<file path="src/rtl/layer_ctrl_8_8.sv">
// Sequencer for a fully connected layer at parallelism 1: loads an input vector,
// then walks the weight ROM one MAC per cycle and hands out one result per row.
//
// state   | meaning
// --------+-----------------------------------------------------------
// LOAD    | accept M input words into the input memory
// COMPUTE | issue M reads (input k, weight n*M+k), clear on the first
// DRAIN   | one extra cycle so the last product reaches the accumulator
// OUTPUT  | result valid, wait for downstream handshake
module layer_ctrl_8_8 #(
    parameter int M = 8,
    parameter int N = 8
) (
    input  logic                     clk,
    input  logic                     reset,
    input  logic                     s_valid,
    output logic                     s_ready,
    output logic                     m_valid,
    input  logic                     m_ready,
    output logic [$clog2(M)-1:0]     addr_x,
    output logic                     wr_en_x,
    output logic [$clog2(M*N)-1:0]   addr_w,
    output logic                     clear_acc,
    output logic                     en_acc
);

    localparam int XW = $clog2(M);
    localparam int WW = $clog2(M*N);
    localparam int NW = (N > 1) ? $clog2(N) : 1;

    localparam logic [XW-1:0] X_LAST  = XW'(M-1);
    localparam logic [NW-1:0] N_LAST  = NW'(N-1);
    localparam logic [WW-1:0] WA_LAST = WW'(M*N-1);

    typedef enum logic [1:0] {
        S_LOAD    = 2'd0,
        S_COMPUTE = 2'd1,
        S_DRAIN   = 2'd2,
        S_OUTPUT  = 2'd3
    } state_t;

    state_t          state;
    logic [XW-1:0]   ld;
    logic [XW-1:0]   k;
    logic [NW-1:0]   n;
    logic [WW-1:0]   wa;

    always_ff @(posedge clk or posedge reset) begin
        if (reset) begin
            state  <= S_LOAD;
            ld     <= '0;
            k      <= '0;
            n      <= '0;
            wa     <= '0;
            en_acc <= 1'b0;
        end else begin
            // one-cycle delay lines accumulation up with the memory read latency
            en_acc <= (state == S_COMPUTE);
            case (state)
                S_LOAD: begin
                    if (s_valid) begin
                        if (ld == X_LAST) begin
                            ld    <= '0;
                            state <= S_COMPUTE;
                        end else begin
                            ld <= ld + XW'(1);
                        end
                    end
                end
                S_COMPUTE: begin
                    wa <= (wa == WA_LAST) ? '0 : wa + WW'(1);
                    if (k == X_LAST) begin
                        k     <= '0;
                        state <= S_DRAIN;
                    end else begin
                        k <= k + XW'(1);
                    end
                end
                S_DRAIN: begin
                    state <= S_OUTPUT;
                end
                S_OUTPUT: begin
                    if (m_ready) begin
                        if (n == N_LAST) begin
                            n     <= '0;
                            wa    <= '0;
                            state <= S_LOAD;
                        end else begin
                            n     <= n + NW'(1);
                            state <= S_COMPUTE;
                        end
                    end
                end
                default: begin
                    state <= S_LOAD;
                end
            endcase
        end
    end

    assign s_ready   = (state == S_LOAD);
    assign wr_en_x   = s_valid && s_ready;
    assign m_valid   = (state == S_OUTPUT);
    assign clear_acc = (state == S_COMPUTE) && (k == '0);
    assign addr_x    = (state == S_LOAD) ? ld : k;
    assign addr_w    = wa;

endmodule

</file>
<file path="config.mk">
export PLATFORM = sky130hd
export DESIGN_NAME = layer_ctrl_8_8
export DESIGN_NICKNAME = d
export VERILOG_FILES = /design/src/rtl/layer_ctrl_8_8.sv
export SDC_FILE = /design/constraint.sdc
export NUM_CORES = 1
export LEC_CHECK = 0
export BUFFER_PORTS_ARGS = -buffer_cell sky130_fd_sc_hd__buf_2
export CAP_MARGIN = 20
export CORE_MARGIN = 5
export CORE_UTILIZATION = 56
export CTS_BUF_LIST = sky130_fd_sc_hd__clkbuf_8
export DETAILED_ROUTE_END_ITERATION = 6
export GPL_ROUTABILITY_DRIVEN = 0
export PLACE_DENSITY = 0.79
export SYNTH_ARGS = -nofsm -noshare
export SYNTH_HDL_FRONTEND = slang
export SYNTH_SLANG_ARGS = --single-unit
</file>
<file path="constraint.sdc">
create_clock -name clk -period 1.7 [get_ports clk]
set_clock_uncertainty 0.1 [all_clocks]
set_input_delay 0.17 -clock clk [delete_from_list [all_inputs] [get_ports clk]]
set_output_delay 0.17 -clock clk [all_outputs]
set_load 0.02 [all_outputs]
</file>
Word-level counts from Yosys, hierarchy flattened
Index checks and enable logic that the tools add are counted.
Storage, ports and cells
  register bits after elaboration: 18
  latch bits: 0
  memory bits (writable): 0
  memory bits (read-only): 0
  output and inout port bits: 14
  memories: 0
Cells by class
  $add $sub $neg: 4
  multipliers: 0
  divide/modulo/power cells: 0
  order comparisons: 0
  eq/ne operators: 12
  shifts and indexed selects: 0
  muxes and demuxes: 14
  bitwise operators: 0
  reductions and logical operators: 9
Operators by type and width (count)
  2-to-1 mux 6 bit: 3
  2-to-1 mux 3 bit: 4
  one-hot mux 6 bit (2 select lines): 1
  adder 3 x 1 -> 3 bit, second input constant: 3
  == test 3 bit, second input constant: 3
  2-to-1 mux 2 bit: 4
  inequality test 2 x 1 -> 1 bit, second input constant: 4
  one-hot mux 2 bit (4 select lines): 1
  adder 6 x 1 -> 6 bit, second input constant: 1
  == test 6 bit, second input constant: 1
  == test 2 bit, second input constant: 2
  AND reduction 2 bit: 2
  AND reduction 4 bit: 1
  zero test 3 bit: 1
  AND reduction 3 bit: 1
  == test 2 x 1 -> 1 bit, second input constant: 1
  logical AND 1 bit: 2
  zero test 2 bit: 1
  inequality test 2 bit, second input constant: 1
  nonzero test 2 bit: 1
  2-to-1 mux 1 bit: 1

Logic depth before layout (Yosys ltp)
  depth after elaboration: 4
  gate-level depth with buffers: 6
  depth with buffers taken out: 6

Worst setup path after synthesis
Ideal clock, no wire load.
  kind: register -> output
  from: reg state[0]
  to: out addr_x[0]
  arrival time: 1378 ps
  required time: 1430 ps
  slack: 52 ps
  cell stages (with the launch flop): 5
  cells stage by stage: dfrtp_1 inv_1 ha_1 buf_2 o21ai_0
On the way
  word-level cells in the longest chain between the ends: 2
RTL lines
  from (decl): line 42  | state_t state;
  from (signal assigned): line 50  | state <= S_LOAD;
  from (signal assigned): line 64  | state <= S_COMPUTE;
  from (signal assigned): line 74  | state <= S_DRAIN;
  zero test 2 bit
  net s_ready: line 17  | output logic s_ready,
  2-to-1 mux 3 bit: line 105  | assign addr_x = (state == S_LOAD) ? ld : k;
  to (decl): line 20  | output logic [$clog2(M)-1:0] addr_x,
The timed path passes the listed nets, and every way through them passes these cells.

Final worst setup path
  from: reg state[1]
  to: out clear_acc
On the way
  word-level cells in the longest chain between the ends: 2
RTL lines
  == test 2 x 1 -> 1 bit: line 104  | assign clear_acc = (state == S_COMPUTE) && (k == '0);
  logical AND 1 bit: line 104
  to (decl): line 23  | output logic clear_acc,
Every way passes these cells.

==> flow_summary_export.csv <==
group,metric,value,unit
outcome,outcome,"complete, no violations",
synth,syn_inst,97,
power,p_leak,0.6208,nW
critical_path,crit_chain,"inv_2, ha_2, buf_4, nand2_1, nor2_1, buf_4",
timing,setup_viol,0,
critical_path,cp_slowest_stage_delay,0.41,ns
synth,synth.most_common_cell,"dfrtp_1",
synth,synthArstFlopShare,100.0,%
power,power_frac_comb,54.8,%
synth,netlist.area_leader.share,45.63,%
synth,synth_ff_type,"dfrtp_1",
timing,hold_violations,0,
global_routing,grt_antenna_before_repair,0,
cts,htreeDepth,1,
global_routing,grt_max_degree,19,
floorplan,rows,15,
critical_path,cp.required,1.43,ns
routing,wl_per_cell,14.35,µm
floorplan,core,1708,µm²
routing,drc,0,
cts,worst_skew_pair.late_latency,0.25,ns
synth,ys_top_cells_by_area,"dfrtp_1 (46%), ha_1 (14%), mux2_2 (6.8%), nand2_1 (5.3%), o21ai_0 (5.1%)",
timing,setup_tns,0,ns
critical_path,worstPathArrival,1.41,ns
placed_design,place_ws,0.04906,ns
layout,num_antenna_cells,0,
critical_path,critPathMaxFanout,6,
worst_hold_path,hp-class,"input port to flop",
routing,dr.pass1.iters,4,
power,intPower,0.001476,W
critical_path,crit_type,"flop to primary output",
global_routing,grt_use_total,17.37,%
critical_path,critPathCaptureType,"primary output",
placed_design,portBuffers,17,
timing,fmax,0.5967,GHz
timing,setup_slack,0.02411,ns
routing,drt_iter0_drc,18,
routing,ant_nets,0,
routing,routed_wl,2124,µm
floorplan,die_area,2702,µm²
critical_path,cp_slowest_cell,"dfrtp_1",
routing,num_vias,821,
timing,slew_headroom,56.19,%
layout,fin_util,73.26,%
placed_design,dpl.hpwl,1559,µm
cts,cts_max_path_buffers,2,
power,clockPowerShare,13.4,%
global_routing,grt_pass1_vias,804,
synth,synth_top_area_cell,"dfrtp_1",
routing,routed_via_density,5.547,
layout,fillCellCount,126,
power,p_switching,0.001099,W
power,power_density,2058,nW/µm²
cts,cts_sinks,18,
synth,yosysWarnings,0,
critical_path,critPathLaunchType,"flop",
floorplan,ioPinCount,18,
timing,fin_crit,1.676,ns
job,drv_cap,0,
cts,cts-root-buf,"clkbuf_8",
power,irDropWorstVdd,971.3,µV
synth,ys_seq_elements,18,
cts,path_clk_slew,0.07,ns
layout,final_layout_size_suffix_gt1_share,33.33,%
floorplan,die_w,51.99,µm
synth,syn_area,987.2,µm²
floorplan,initial_core_util,57.80,%
timing,timing.hold.ws,0.2071,ns
synth,seq_area_frac_synth,45.63,%
timing,worstMarginPinSlew,0.6565,ns
floorplan,die_h,51.99,µm
cts,cts_buffers,3,
cts,cts_tree,"built",
global_routing,overflow,0,
synth,avgSynthCellArea,10.18,µm²
synth,synth_common_cells,"dfrtp_1 (18), nand2_1 (14), ha_1 (11), o21ai_0 (10), inv_1 (7)",
power,sw_frac_of_total,42.67,%
timing,post-route-period-util,98.58,%
critical_path,crit_top_cell,"buf_4",
layout,areaGrowthSynthToFinish,26.74,%
synth,synth-edff-count,0,
synth,synth_cell_types,26,
timing,rsz0062_at_grt,"true",
power,seqPwrFrac,31.8,%
global_routing,grt_pass1_wl,3401,µm
layout,nets,139,
timing,drv_slew,0,
synth,synthesis.nets,112,
state kept, by name, indices dropped and copies added, names as in the netlist:
name and flops:
addr_w 6, n 3, k 3, state 2
en_acc 1, ld 3
cell usage in the layout, fill, tap and decap left out, drive strengths merged, types with 2 or more instances in the layout:
master / synthesis / final
nor3: 2 / 2
a31oi: 2 / 2
a21oi: 4 / 4
inv: 8 / 8
nand4: 2 / 2
o31ai: 2 / 2
o21ai: 11 / 11
buf: 1 / 22
nor2: 2 / 2
nand2: 14 / 14
mux2: 7 / 7
clkbuf: 0 / 4
ha: 11 / 11
a21o: 2 / 2
nand2b: 4 / 4
dfrtp: 18 / 18
final timing paths:
path,startpoint,to,slack [ns],cells past startpoint
max,state[1]$_DFFE_PP0P_,clear_acc,0.02,6
min,m_ready,state[0]$_DFFE_PP0P_,0.21,3
max reg2reg,state[0]$_DFFE_PP0P_,addr_w[5]$_DFFE_PP0P_,0.08,5
min reg2reg,n[1]$_DFFE_PP0P_,n[1]$_DFFE_PP0P_,0.41,2
max in group asynchronous,reset,ld[0]$_DFFE_PP0P_,0.63,3
min in group asynchronous,reset,ld[1]$_DFFE_PP0P_,0.45,3
area by class of cell:
class | instances | area [µm²] | area share, %
Multi-Input combinational cell | 70 | 540.5 | 43.20
Clock buffer | 4 | 55.05 | 4.400
Tap cell | 25 | 31.28 | 2.500
Timing Repair Buffer | 23 | 143.9 | 11.50
Inverter | 8 | 30.03 | 2.400
Sequential cell | 18 | 450.4 | 36.00
metal layers:
layer / GRT usage (%) / wire, µm / vias up
li1: - / - / 393
met4: 5.677 / 14 / 0
met5: 0 / 0 / -
met3: 6.304 / 92 / 4
met1: 18.41 / 877 / 401
met2: 31.38 / 1139 / 23
repair_timing:
action                     in CTS  in global routing
pin swaps                       0                  1
hold buffers                    1                  0
buffers inserted                3                  0
hold endpoints to repair       18                  0
setup endpoints to repair       4                  8
gates resized for setup         5                 11
per-stage QoR:
step           std cells  total power, W  cell area (µm²)
5_1_grt              148        0.002777             1251
4_1_cts              148        0.002486             1216
3_5_place_dp         140        0.002041             1114
6_report             148        0.002575             1251
3_3_place_gp         140        0.001950             1114
2_1_floorplan         97        0.001658            987.2
power by group through the flow:
stage	clock network [W]	registers [W]	logic [W]
finish	0.000346	0.000819	0.00141
global route	0.000370	0.000841	0.00157
CTS	0.000350	0.000814	0.00132
detailed placement	0	0.000819	0.00122
global placement	0	0.000793	0.00116
floorplan	0	0.000859	0.000799
critical path, delay by kind of cell, from the launching register on:
kind,cells,cell delay (ns)
adder cells (fa/ha/maj),1,0.22
buffers and inverters,3,0.39
flip-flops,1,0.41
AND/OR/NAND/NOR,2,0.13
kinds of logic after synthesis:
group	Yosys count	share of synthesized area [%]
and+or+nand+nor	28	13.56
AOI/OAI and AO/OA	23	14.32
DFF	18	45.63
adders and majority gates	11	13.94
buffers and inverters	9	3.548
muxes	8	8.998
Power figures use the tool's default switching activity.
